### config.mk
export PLATFORM = sky130hd
export DESIGN_NAME = regfile_sb
export DESIGN_NICKNAME = d
export VERILOG_FILES = /design/src/rtl/regfile_pkg.sv /design/src/rtl/regfile_scoreboard.sv /design/src/rtl/regfile_sb.sv
export SDC_FILE = /design/constraint.sdc
export NUM_CORES = 1
export LEC_CHECK = 0
export ABC_CLOCK_PERIOD_IN_PS = 5050
export BUFFER_PORTS_ARGS = -buffer_cell sky130_fd_sc_hd__buf_2
export CAP_MARGIN = 20
export CORE_MARGIN = 2
export CORE_UTILIZATION = 34
export DETAILED_ROUTE_END_ITERATION = 10
export RECOVER_POWER = 50
export SLEW_MARGIN = 20
export SYNTH_ARGS = -nofsm -noshare
export SYNTH_HDL_FRONTEND = slang
export SYNTH_SLANG_ARGS = --single-unit
### constraint.sdc
create_clock -name clk -period 5.05 [get_ports clk]
set_input_delay 0.2525 -clock clk [delete_from_list [all_inputs] [get_ports clk]]
set_output_delay 0.2525 -clock clk [all_outputs]
set_load 0.02 [all_outputs]
### src/rtl/regfile_pkg.sv
// Shared defaults and types for the regfile_sb register file and its scoreboard.
package regfile_pkg;

    localparam int DATA_W_DFLT = 16;
    localparam int ADDR_W_DFLT = 3;
    localparam int NREGS_DFLT  = 1 << ADDR_W_DFLT;
    localparam int R0_RST_DFLT = 10;

    typedef logic [DATA_W_DFLT-1:0] reg_data_t;
    typedef logic [ADDR_W_DFLT-1:0] reg_addr_t;

endpackage

### src/rtl/regfile_scoreboard.sv
// Pending-write scoreboard: one busy bit per register, set on issue, cleared on writeback.
module regfile_scoreboard import regfile_pkg::*; #(
    parameter int ADDR_W = ADDR_W_DFLT
) (
    input  logic              clk,
    input  logic              rst,
    input  logic              wr_en,
    input  logic [ADDR_W-1:0] wr_addr,
    input  logic              mark_en,
    input  logic [ADDR_W-1:0] mark_addr,
    input  logic [ADDR_W-1:0] rd1_addr,
    input  logic [ADDR_W-1:0] rd2_addr,
    output logic              rd1_busy,
    output logic              rd2_busy,
    output logic [ADDR_W:0]   busy_cnt
);

    localparam int NREGS = 1 << ADDR_W;

    logic [NREGS-1:0] busy_q;
    logic [NREGS-1:0] busy_d;
    logic [ADDR_W:0]  cnt_s;

    // A mark in the writeback cycle wins: a new producer was issued for that register.
    always_comb begin
        busy_d = busy_q;
        for (int i = 0; i < NREGS; i++) begin
            busy_d[i] = (mark_en && (mark_addr == ADDR_W'(i))) ? 1'b1 :
                        (wr_en && (wr_addr == ADDR_W'(i)))     ? 1'b0 : busy_q[i];
        end
    end

    always_ff @(posedge clk or posedge rst) begin
        if (rst) begin
            busy_q <= {NREGS{1'b0}};
        end else begin
            busy_q <= busy_d;
        end
    end

    always_comb begin
        cnt_s = {(ADDR_W+1){1'b0}};
        for (int i = 0; i < NREGS; i++) begin
            cnt_s = cnt_s + (ADDR_W+1)'(busy_q[i]);
        end
    end

    // Writeback forwards, so a register being written this cycle is already not busy.
    always_comb begin
        rd1_busy = busy_q[rd1_addr] & ~(wr_en && (wr_addr == rd1_addr));
        rd2_busy = busy_q[rd2_addr] & ~(wr_en && (wr_addr == rd2_addr));
        busy_cnt = cnt_s;
    end

endmodule

### src/rtl/regfile_sb.sv
// Parametrised register file with write-first bypass and pending-write scoreboard.
// Define REGFILE_ZERO_REG_EN to hardwire register 0 to zero.
module regfile_sb import regfile_pkg::*; #(
    parameter int DATA_W = DATA_W_DFLT,
    parameter int ADDR_W = ADDR_W_DFLT,
    parameter int R0_RST = R0_RST_DFLT
) (
    input  logic              clk,
    input  logic              rst,
    input  logic [ADDR_W-1:0] rd1_addr,
    input  logic [ADDR_W-1:0] rd2_addr,
    output logic [DATA_W-1:0] rd1_data,
    output logic [DATA_W-1:0] rd2_data,
    output logic              rd1_busy,
    output logic              rd2_busy,
    output logic              stall,
    input  logic              wr_en,
    input  logic [ADDR_W-1:0] wr_addr,
    input  logic [DATA_W-1:0] wr_data,
    input  logic              mark_en,
    input  logic [ADDR_W-1:0] mark_addr,
    output logic [ADDR_W:0]   busy_cnt
);

    localparam int NREGS = 1 << ADDR_W;
`ifdef REGFILE_ZERO_REG_EN
    localparam bit ZERO_REG = 1'b1;
`else
    localparam bit ZERO_REG = 1'b0;
`endif
    localparam logic [DATA_W-1:0] R0_INIT = ZERO_REG ? {DATA_W{1'b0}} : DATA_W'(R0_RST);

    logic [DATA_W-1:0] regs_q [NREGS];
    logic [DATA_W-1:0] regs_d [NREGS];
    logic              wr_en_s;
    logic              mark_en_s;

    // Suppressing index-0 traffic here keeps reg0 at zero and its busy bit clear everywhere.
    always_comb begin
        wr_en_s   = wr_en   & ~(ZERO_REG & (wr_addr   == {ADDR_W{1'b0}}));
        mark_en_s = mark_en & ~(ZERO_REG & (mark_addr == {ADDR_W{1'b0}}));
    end

    always_comb begin
        for (int i = 0; i < NREGS; i++) begin
            regs_d[i] = (wr_en_s && (wr_addr == ADDR_W'(i))) ? wr_data : regs_q[i];
        end
    end

    always_ff @(posedge clk or posedge rst) begin
        if (rst) begin
            for (int i = 0; i < NREGS; i++) begin
                regs_q[i] <= (i == 0) ? R0_INIT : {DATA_W{1'b0}};
            end
        end else begin
            for (int i = 0; i < NREGS; i++) begin
                regs_q[i] <= regs_d[i];
            end
        end
    end

    always_comb begin
        if (wr_en_s && (wr_addr == rd1_addr)) begin
            rd1_data = wr_data;
        end else begin
            rd1_data = regs_q[rd1_addr];
        end
        if (wr_en_s && (wr_addr == rd2_addr)) begin
            rd2_data = wr_data;
        end else begin
            rd2_data = regs_q[rd2_addr];
        end
        stall = rd1_busy | rd2_busy;
    end

    regfile_scoreboard #(
        .ADDR_W (ADDR_W)
    ) u_scoreboard (
        .clk       (clk),
        .rst       (rst),
        .wr_en     (wr_en_s),
        .wr_addr   (wr_addr),
        .mark_en   (mark_en_s),
        .mark_addr (mark_addr),
        .rd1_addr  (rd1_addr),
        .rd2_addr  (rd2_addr),
        .rd1_busy  (rd1_busy),
        .rd2_busy  (rd2_busy),
        .busy_cnt  (busy_cnt)
    );

endmodule

==> results of run 1 <==
==> layer usage <==
| metal | vias to the layer above | GRT usage, % | part of all wire (%) |
|---|---|---|---|
| met5 | - | 0 | 0 |
| met4 | 0 | 4.02 | 1.0 |
| met3 | 18 | 3.90 | 4.5 |
| met2 | 149 | 28.7 | 51 |
| met1 | 2595 | 22.1 | 44 |
| li1 | 2170 | - | - |
==> registers in the layout, indices dropped and copies added (netlist names) <==
| register | cells |
|---|---|
| regs_q | 128 |
| u_scoreboard.busy_q | 8 |
==> where the power goes <==
group | switching [mW] | internal, mW | leakage (nW) | total [mW]
clock | 0.422 | 0.732 | 0.272 | 1.15
combinational | 0.553 | 0.605 | 1.87 | 1.16
sequential | 0.174 | 1.33 | 1.63 | 1.51
==> cells in the mapped netlist <==
cell,number,area (sq um)
nand2b_4,1,13.8
o21a_1,1,7.51
ha_1,3,37.5
clkbuf_1,11,41.3
a21oi_1,32,160
and3_4,1,11.3
nand2_1,7,26.3
o32ai_1,2,17.5
buf_2,11,55.1
or2_1,1,6.26
buf_6,4,45.0
mux2i_1,36,360
nor2_1,34,128
o22ai_1,2,12.5
nor3b_4,2,37.5
xnor2_1,7,61.3
mux4_2,66,1490
dfstp_2,2,52.6
fa_1,4,80.1
o21ai_0,4,20.0
dfrtp_1,134,3350
nand2b_1,5,31.3
nand4b_2,3,45.0
nor3_4,1,16.3
inv_1,15,56.3
buf_1,3,11.3
nand4_1,2,12.5
and3_1,1,6.26
buf_4,25,188
nor2b_1,3,18.8
nor3_2,1,10.0
mux2_2,128,1440
a22oi_1,2,15.0
nand4_2,1,12.5
==> cell families (layout without fill, tap and decap cells) <==
logic type / count (synthesis) / in the layout / share of synthesized area, %
AO/OA/AOI/OAI: 43 / 43 / 2.95
buffers and inverters: 69 / 124 / 5.03
AND/OR/NAND/NOR: 63 / 63 / 4.77
XOR/XNOR: 7 / 7 / 0.778
adder cells (fa/ha/maj): 7 / 7 / 1.49
flip-flops: 136 / 136 / 43.2
multiplexers: 230 / 230 / 41.7
==> worst max-delay path, stage by stage (launching register included) <==
cell     delay [ps]
dfrtp_1         410
ha_1            290
inv_1            40
fa_1            490
fa_1            420
fa_1            430
fa_1            440
xnor2_1         170
buf_2           180
==> path summary, 6_finish.rpt <==
check,startpoint,endpoint,cells after the start
max in group asynchronous,rst,regs_q[49]$_DFFE_PP0P_,3
min reg2reg,regs_q[78]$_DFFE_PP0P_,regs_q[78]$_DFFE_PP0P_,1
max,u_scoreboard.busy_q[0]$_DFFE_PP0P_,busy_cnt[2],8
min,mark_addr[1],u_scoreboard.busy_q[4]$_DFFE_PP0P_,2
min in group asynchronous,rst,regs_q[120]$_DFFE_PP0P_,2
max reg2reg,regs_q[9]$_DFFE_PP0P_,regs_q[9]$_DFFE_PP0P_,1
==> layout make-up <==
| type | instances | area [sq um] |
|---|---|---|
| timing repair buffer | 80 | 419 |
| multi-input combinational | 350 | 4060 |
| inverter | 15 | 57.6 |
| clock buffer | 26 | 509 |
| clock inverter | 3 | 40.0 |
| sequential | 136 | 3410 |
| fill | 2099 | 13900 |
| tap | 285 | 357 |
==> placed cells by master, fill, tap and decap left out, types with 2 or more instances in the layout <==
cell type and n:
dfstp_2 2, nand2_1 7, buf_2 69, nand4b_2 3
ha_1 3, clkinv_2 2, a22oi_1 2, buf_4 4
inv_1 14, mux4_2 66, mux2i_1 36, nor3b_4 2
nand2b_1 6, o32ai_1 2, xnor2_1 7, o21ai_0 4
mux2_2 128, fa_1 4, dfrtp_1 134, clkbuf_8 5
o22ai_1 2, nor2b_1 3, nand4_1 3, clkbuf_1 9
a21oi_1 32, clkbuf_16 17, nor2_1 34
==> per-stage QoR <==
stage,cells,setup WS [ps]
2_1_floorplan,555,1160
3_3_place_gp,865,1980
3_5_place_dp,865,1930
4_1_cts,894,1480
5_1_grt,895,783
6_report,895,1510
==> summary.txt, run 1 <==
Status -> finished with violations
Failing checks -> max-capacitance violations, max-slew violations
CP Max Fanout -> 4
Routability Congestion -> 0.758
Syn Inst Count -> 555
CP required -> 4800 ps
Worst setup EP type -> output pin
Root Buffer -> clkbuf_16
IO Count -> 71
Dpl hpwl -> 11.9 mm
Critical Path AT -> 3290 ps
RSZ-0062 raised after global routing -> no
Power Dens Cells -> 432 mW/mm^2
Vias -> 4932
Final slew viol count -> 100
Period minus WS final -> 3540 ps
Yosys warnings -> 0
Leak -> 3.77 nW
Post-Place Cell Area -> 0.00831 sq mm
Startpoint Class -> register
GRT overflow -> 0
Reg2Reg Setup Slack -> 4260 ps
Clock sink total -> 136
Count of input and output buffers -> 70
Number of vias per cell -> 5.51
Maximum clock rate -> 283 MHz
Post-synthesis cell type count -> 34
Detailed-router iteration count before antenna repair -> 6
Fin crit share -> 70.1%
Final Util -> 38.9%
Hold buffers post-CTS -> 0
Setup-failing EPs final -> 0
Nets -> 639
Syn Nets -> 594
Final Hold Viols -> 0
Detailed-route DRC error count -> 0
Sequential share of the synthesized area -> 43.2%
Post-CTS sizing -> 0
Synthesized flop and latch total -> 136
CTS Buf Count -> 17
Max cap viols -> 3
Worst-Margin Slew -> 3700 ps
Die height -> 156 microns
Tightest Hold Check Type -> in2reg
Max Root-Sink Buffers -> 2
Vias in the first global route -> 5262
Latest clock arrival within the worst-skew pair -> 410 ps
Die area -> 0.0244 sq mm
Min Hold Slack -> 108 ps
Clk pin slew, worst setup/hold paths -> 50 ps
P&R area growth vs syn -> 12.3%
Post-CTS Setup Repair Bufs -> 0
Pin count of the biggest net entering global routing -> 83
Power Total -> 3.82 mW
Fraction of layout cells with a size suffix above 1 -> 49.8%
H-tree depth -> 4
Starting density of the core -> 34.7%
Die span in x -> 156 microns
Setup CP Type -> reg2out
Syn Std Cell Area -> 0.00788 sq mm
CTS tree -> built
Syn Area/Cell -> 14.2 sq um
Initial antenna violation count -> 0
Setup tns final -> 0 ps
VDD IR max -> 234 uV
Rows -> 55
DRT iter0 DRCs -> 363
Wirelength, routed -> 19.7 mm
Post-route ant nets -> 0
First-pass GRT wire length -> 30.7 mm
WL/cell -> 22.0 microns
Clock Skew -> 0 ps
Gr usage total -> 16.9%
Antenna diode count -> 0
Worst relative slew slack -> -148%
Core area -> 0.0227 sq mm
Post-Layout Inst Area -> 0.00884 sq mm
Note: power is estimated with default switching activity, not from simulation.
==> run 2, diff against run 1 <==
--- a/config.mk
+++ b/config.mk
@@ -5,7 +5,8 @@
 export SDC_FILE = /design/constraint.sdc
 export NUM_CORES = 1
 export LEC_CHECK = 0
-export ABC_CLOCK_PERIOD_IN_PS = 5050
+export ABC_AREA = 1
+export ABC_CLOCK_PERIOD_IN_PS = 3320
 export BUFFER_PORTS_ARGS = -buffer_cell sky130_fd_sc_hd__buf_2
 export CAP_MARGIN = 20
 export CORE_MARGIN = 2
==> constraint.sdc (replaced) <==
create_clock -name clk -period 3.32 [get_ports clk]
set_input_delay 0.166 -clock clk [delete_from_list [all_inputs] [get_ports clk]]
set_output_delay 0.166 -clock clk [all_outputs]
set_load 0.02 [all_outputs]
==> run 2 against run 1 <==
The run still ends with max-capacitance violations, max-slew violations left. Area after synthesis increased by 6.8%. Cell area increased by 10%. Clock skew unchanged. Critical endpoint is now busy_cnt[1].
==> summary.txt, run 2 <==
CP Max Fanout -> 2 (-2)
DRT iter0 DRCs -> 802 (+120%)
Slowest CP cell -> fa_2
Starting density of the core -> 34.6% (-0.11 points)
Syn Inst Count -> 1285 (+130%)
Failing checks -> max-capacitance violations, max-slew violations
Synth top area share -> 39.9% (-2.7 points)
Setup-failing EPs final -> 0 (unchanged)
Clock Skew -> 0 ps (unchanged)
Final slew viol count -> 202 (+100%)
Vias -> 8405 (+70%)
Yosys warnings -> 0 (unchanged)
Fraction of layout cells with a size suffix above 1 -> 10.0% (-40 points)
CTS tree -> built
Top reg by flops -> regs_q
Post-Layout Inst Area -> 0.00977 sq mm (+10%)
Syn Std Cell Area -> 0.00841 sq mm (+6.8%)
Crit path buf inv count -> 3 (+1)
Power Total -> 6.07 mW (+59%)
IO Count -> 71 (unchanged)
Count of input and output buffers -> 70 (unchanged)
Ys async rst share -> 100% (unchanged)
Core area -> 0.0243 sq mm (+7.1%)
Max FFs per register -> 128 (unchanged)
Final WS setup -> 44.1 ps (-1470 ps)
Detailed-route DRC error count -> 0 (unchanged)
Pin count of the biggest net entering global routing -> 68 (-18%)
Number of vias per cell -> 5.03 (-8.7%)
Fill cells -> 2561 (+22%)
H-tree depth -> 4 (unchanged)
Area leader, netlist -> dfrtp_1
Post-Place Cell Area -> 0.00899 sq mm (+8.2%)
Worst-Margin Slew -> 1980 ps (-1720 ps)
Area occupied by multi-input gates -> 0.00399 sq mm (-1.7%)
Clk pin slew, worst setup/hold paths -> 60 ps (about the same)
Max Root-Sink Buffers -> 2 (unchanged)
Syn Area/Cell -> 6.55 sq um (-54%)
P&R area growth vs syn -> 16.2%
Final Util -> 40.2% (+1.2 points)
Power Dens Cells -> 621 mW/mm^2 (+44%)
Root Buffer -> clkbuf_16
Pre-CTS setup slack -> 283 ps (-1640 ps)
Placed cells -> 1625 (+88%)
Sequential share of the synthesized area -> 40.5% (-2.7 points)
Non-filler cells, final -> 1670 (+87%)
Period minus WS final -> 3280 ps
GRT overflow -> 0 (unchanged)
Leak -> 5.21 nW (+38%)
Worst relative slew slack -> -32.1% (+120 points)
Top cells by count, synth -> nand2_1, nand3_1, inv_1
First-pass GRT wire length -> 44.1 mm (+44%)
VDD IR max -> 380 uV (+63%)
CP cell instances -> ha_1 > inv_2 > fa_1 > fa_1 > fa_2 > fa_2 > inv_2 > buf_6
RSZ-0062 raised after global routing -> yes
Setup CP Type -> reg2out
Worst setup EP type -> output pin
Detailed-router iteration count before antenna repair -> 5 (-1)
Min Hold Slack -> 15.5 ps (-92.8 ps)
Initial antenna violation count -> 0 (unchanged)
Clock sink total -> 136 (unchanged)
Crit-path max cell delay -> 540 ps (+50 ps)
Routability Congestion -> 0.821 (+8.3%)
Setup tns final -> 0 ps (unchanged)
Die area -> 0.0260 sq mm (+6.6%)
Antenna diode count -> 0 (unchanged)
Most common cell after layout, fill and taps aside -> nand2_1
Latest clock arrival within the worst-skew pair -> 410 ps (about the same)
Synthesized flop and latch total -> 136 (unchanged)
Die height -> 161 microns (+3.2%)
WL/cell -> 16.6 microns (-25%)
Top cells by area, synth -> dfrtp_1, nand2_1, nand3_1
Fin crit share -> 98.7%
Most frequent cells in the layout -> nand2_1, nand3_1, inv_1, dfrtp_1, o21ai_0
Top delay family on crit path -> adder cells
Max cap viols -> 6 (+3)
Reg area -> 0.00341 sq mm (unchanged)
Most numerous cell in the Yosys netlist -> nand2_1
Post-route ant nets -> 0 (unchanged)
Maximum clock rate -> 305 MHz
Startpoint Class -> register
Nets -> 1372 (+110%)
Post-synth EDFFs -> 0 (unchanged)
Wirelength, routed -> 27.7 mm (+41%)
Status -> finished with violations
Syn Nets -> 1324 (+120%)
Critical Path AT -> 3110 ps (-180 ps)
Rows -> 57 (+3.6%)
Die span in x -> 161 microns (+3.2%)
CTS Buf Count -> 17 (unchanged)
Tightest Hold Check Type -> in2reg
Largest registers -> regs_q x128, u_scoreboard.busy_q x8
Synth Flop Type -> dfrtp_1
CP required -> 3150 ps (-1650 ps)
Post-synthesis cell type count -> 24 (-29%)
Vias in the first global route -> 7974 (+52%)
Gr usage total -> 21.8% (+4.9 points)
Dpl hpwl -> 16.6 mm (+39%)
Final Hold Viols -> 0 (unchanged)
[run 2: changes by cell type after synthesis, sizes merged, moves of 10 or more]
cell	previous run	this run
clkbuf	11	45
o21ai	4	130
nand2	7	500
inv	15	174
mux4	66	0
buf	43	33
nor2	34	16
mux2i	36	0
a21oi	32	0
mux2	128	0
nand3	0	235
[run 2: power by group]
part / total, mW / switching, mW / internal, mW
sequential: 2.13 / 0.157 / 1.98
combinational: 1.72 / 1.10 / 0.627
clock: 2.21 / 0.741 / 1.47
total: 6.07 / 2.00 / 4.07
[run 2: final timing paths]
check / start / endpoint / slack (ps) / cells after the start
hold / removal: wr_data[14] / regs_q[14]$_DFFE_PP0P_ / 20 / 3
max in group asynchronous: rst / regs_q[121]$_DFFE_PP0P_ / 830 / 4
setup / recovery: u_scoreboard.busy_q[1]$_DFFE_PP0P_ / busy_cnt[1] / 40 / 8
setup reg to reg: u_scoreboard.busy_q[1]$_DFFE_PP0P_ / u_scoreboard.busy_q[1]$_DFFE_PP0P_ / 2380 / 3
hold reg to reg: regs_q[22]$_DFFE_PP0P_ / regs_q[22]$_DFFE_PP0P_ / 480 / 2
min in group asynchronous: rst / regs_q[44]$_DFFE_PP0P_ / 290 / 3
[run 2: tightest hold or removal path: cells and delay by family]
kind            cells  cell delay, ps
simple gates        1              50
buf+inv             1             130
compound gates      1              60
[run 2: kinds of logic after synthesis]
family | share of synthesized area (%)
compound gates | 8.51
simple gates | 37.4
xor+xnor | 0.104
flops | 40.5
buf+inv | 12.1
fa+ha+maj | 1.40
[run 2: final cells by class]
type	count	share of cell area (%)
multi-input cells	897	40.8
flip-flops and latches	136	34.9
inverters	174	6.78
repair buffers	107	6.37
clock buffers	21	4.82
well taps	324	4.15
clock inverters	11	2.22
[run 2: what timing repair did]
action                                  4_1_cts  5_1_grt
endpoints found under the setup margin        2        2
setup buffers                                 2        1
gates resized for setup                       7        1
pin swaps                                     6        3
hold endpoints to repair                     18        0
hold buffers                                 10        0
[run 2: routing by layer]
layer / vias up / part of all wire (%) / track usage [%]
met5: - / 0 / 0
met4: 0 / 1.2 / 5.80
met3: 29 / 9.2 / 4.80
met2: 383 / 45 / 34.4
met1: 3880 / 45 / 30.2
li1: 4113 / - / -
==> run 3, diff against run 2 <==
--- a/config.mk
+++ b/config.mk
@@ -7,7 +7,7 @@
 export LEC_CHECK = 0
 export ABC_AREA = 1
 export ABC_CLOCK_PERIOD_IN_PS = 3320
-export BUFFER_PORTS_ARGS = -buffer_cell sky130_fd_sc_hd__buf_2
+export BUFFER_PORTS_ARGS = -buffer_cell sky130_fd_sc_hd__buf_4
 export CAP_MARGIN = 20
 export CORE_MARGIN = 2
 export CORE_UTILIZATION = 34
==> run 3 against run 2 <==
The run ends with max-capacitance violations, max-slew violations, negative setup slack left. Cell count rose by 0.12%. Non-clock buffer count rose by 2. Power fell by 3.6%. Wire length rose by 1.8%. Cell area rose by 1.3%. Combinational power rose by 5%. Register-to-register slack got worse by 50 ps. Flip-flop and latch count did not move. Largest cell class unchanged.
==> summary.txt, run 3 (synthesized netlist as in run 2, its figures left out) <==
Root Buffer -> clkbuf_16
Met3 WL -> 2.25 mm (-12%)
Detailed-router iteration count before antenna repair -> 6 (+1)
Gr usage total -> 22.6% (+0.80 points)
Setup-failing EPs final -> 2 (+2)
CTS Buf Count -> 17 (unchanged)
Starting density of the core -> 34.6% (unchanged)
DRT iter0 DRCs -> 738 (-8.0%)
DRT met1 WL -> 12.9 mm (+4.2%)
Most frequent cells in the layout -> nand2_1, nand3_1, inv_1, dfrtp_1, o21ai_0
Largest registers -> regs_q x128, u_scoreboard.busy_q x8
RSZ-0062 raised after global routing -> yes
Max Root-Sink Buffers -> 2 (unchanged)
DR WL met2 -> 12.5 mm (+0.28%)
Top reg by flops -> regs_q
Worst-Margin Slew -> 1740 ps (-237 ps)
Die span in x -> 161 microns (unchanged)
Final Hold Viols -> 0 (unchanged)
Startpoint Class -> register
Max FFs per register -> 128 (unchanged)
Leak -> 5.25 nW (+0.75%)
Wirelength, routed -> 28.2 mm (+1.8%)
GRT overflow -> 0 (unchanged)
Final slew viol count -> 172 (-15%)
H-tree depth -> 4 (unchanged)
CP Max Fanout -> 2 (unchanged)
Non-filler cells, final -> 1672 (+0.12%)
CP required -> 3150 ps (about the same)
Vias -> 8500 (+1.1%)
WL/cell -> 16.8 microns (+1.7%)
CTS tree -> built
Maximum clock rate -> 297 MHz (-2.7%)
Clock Skew -> 0 ps (unchanged)
Placed cells -> 1623 (-0.12%)
Status -> finished with violations
Max cap viols -> 5 (-1)
Latest clock arrival within the worst-skew pair -> 430 ps (+20 ps)
Clock sink total -> 136 (unchanged)
Core area -> 0.0243 sq mm (unchanged)
IO Count -> 71 (unchanged)
Dpl hpwl -> 16.4 mm (-1.4%)
Worst setup EP type -> output pin
Pre-CTS setup slack -> 301 ps (+18.0 ps)
Routability Congestion -> 0.805 (-2.0%)
Nets -> 1374 (+0.15%)
VDD IR max -> 440 uV (+16%)
Fin crit share -> 101% (+2.7 points)
Power Total -> 5.85 mW (-3.6%)
Worst relative slew slack -> -16.2% (+16 points)
Post-Place Cell Area -> 0.00917 sq mm (+1.9%)
Most common cell after layout, fill and taps aside -> nand2_1
Post-Layout Inst Area -> 0.00990 sq mm (+1.3%)
First-pass GRT wire length -> 45.9 mm (+4.0%)
Final WS setup -> -46.0 ps (-90.1 ps)
Rows -> 57 (unchanged)
Post-route ant nets -> 0 (unchanged)
Failing checks -> max-capacitance violations, max-slew violations, negative setup slack
Top Metal Used -> met4
Vias in the first global route -> 8442 (+5.9%)
Pin count of the biggest net entering global routing -> 70 (+2.9%)
Period minus WS final -> 3370 ps (+90.1 ps)
Initial antenna violation count -> 0 (unchanged)
Power Dens Cells -> 591 mW/mm^2 (-4.8%)
Setup CP Type -> reg2out
Tightest Hold Check Type -> in2reg
Number of vias per cell -> 5.08 (+1.0%)
Count of input and output buffers -> 70 (unchanged)
Critical Path AT -> 3200 ps (+90 ps)
Antenna diode count -> 0 (unchanged)
P&R area growth vs syn -> 17.7%
Die height -> 161 microns (unchanged)
Fraction of layout cells with a size suffix above 1 -> 10.2% (+0.13 points)
Die area -> 0.0260 sq mm (unchanged)
Clk pin slew, worst setup/hold paths -> 60 ps (about the same)
Detailed-route DRC error count -> 0 (unchanged)
Fill cells -> 2546 (-0.59%)
run 3: through the flow:
step | setup TNS, ps | util [%] | hold slack, ps
6_report | -81.2 | 40.7 | 9.34
5_1_grt | -231 | 40.7 | 13.6
4_1_cts | -40.5 | 40.8 | 0.241
3_5_place_dp | 0 | 37.7 | 380
3_3_place_gp | 0 | 37.7 | 372
2_1_floorplan | 0 | - | 287
run 3: path summary, 6_finish.rpt:
kind | startpoint | end | slack, ps | cells past startpoint
max | u_scoreboard.busy_q[1]$_DFFE_PP0P_ | busy_cnt[1] | -50 | 8
min | wr_data[9] | regs_q[9]$_DFFE_PP0P_ | 9 | 3
max reg2reg | u_scoreboard.busy_q[0]$_DFFE_PP0P_ | u_scoreboard.busy_q[0]$_DFFE_PP0P_ | 2330 | 3
min reg2reg | regs_q[93]$_DFFE_PP0P_ | regs_q[93]$_DFFE_PP0P_ | 480 | 2
max in group asynchronous | rst | regs_q[113]$_DFFE_PP1P_ | 1510 | 4
min in group asynchronous | rst | regs_q[41]$_DFFE_PP0P_ | 720 | 3
run 3: worst max-delay path, stage by stage, from the launching register on:
cell	delay, ps
dfrtp_1	420
ha_4	280
inv_2	30
fa_1	500
fa_1	430
fa_2	380
fa_2	580
inv_2	30
buf_6	120
run 3: metal layers:
layer,vias up,global-route usage (%)
li1,4109,-
met1,3983,30.9
met2,355,36.2
met3,53,4.37
met4,0,7.06
met5,-,0
run 3: power by group:
part / internal [mW] / switching, mW
sequential: 1.98 / 0.160
combinational: 0.697 / 1.11
clock: 1.18 / 0.727
total: 3.86 / 1.99
run 3: repair_timing:
action,4_1_cts,5_1_grt
setup endpoints to repair,2,2
setup buffers,2,1
pin swaps,1,1
endpoints found under the hold margin,46,0
resized for setup,4,3
cloned,0,0
hold buffers,14,0
run 3: cell type report:
cell class	instances	area [sq um]	share of cell area (%)
Multi-Input combinational cell	897	4000	40.4
Timing Repair Buffer	109	836	8.45
Inverter	174	662	6.69
Clock buffer	25	495	5.01
Clock inverter	7	91.3	0.923
Tap cell	324	405	4.10
Sequential cell	136	3410	34.4
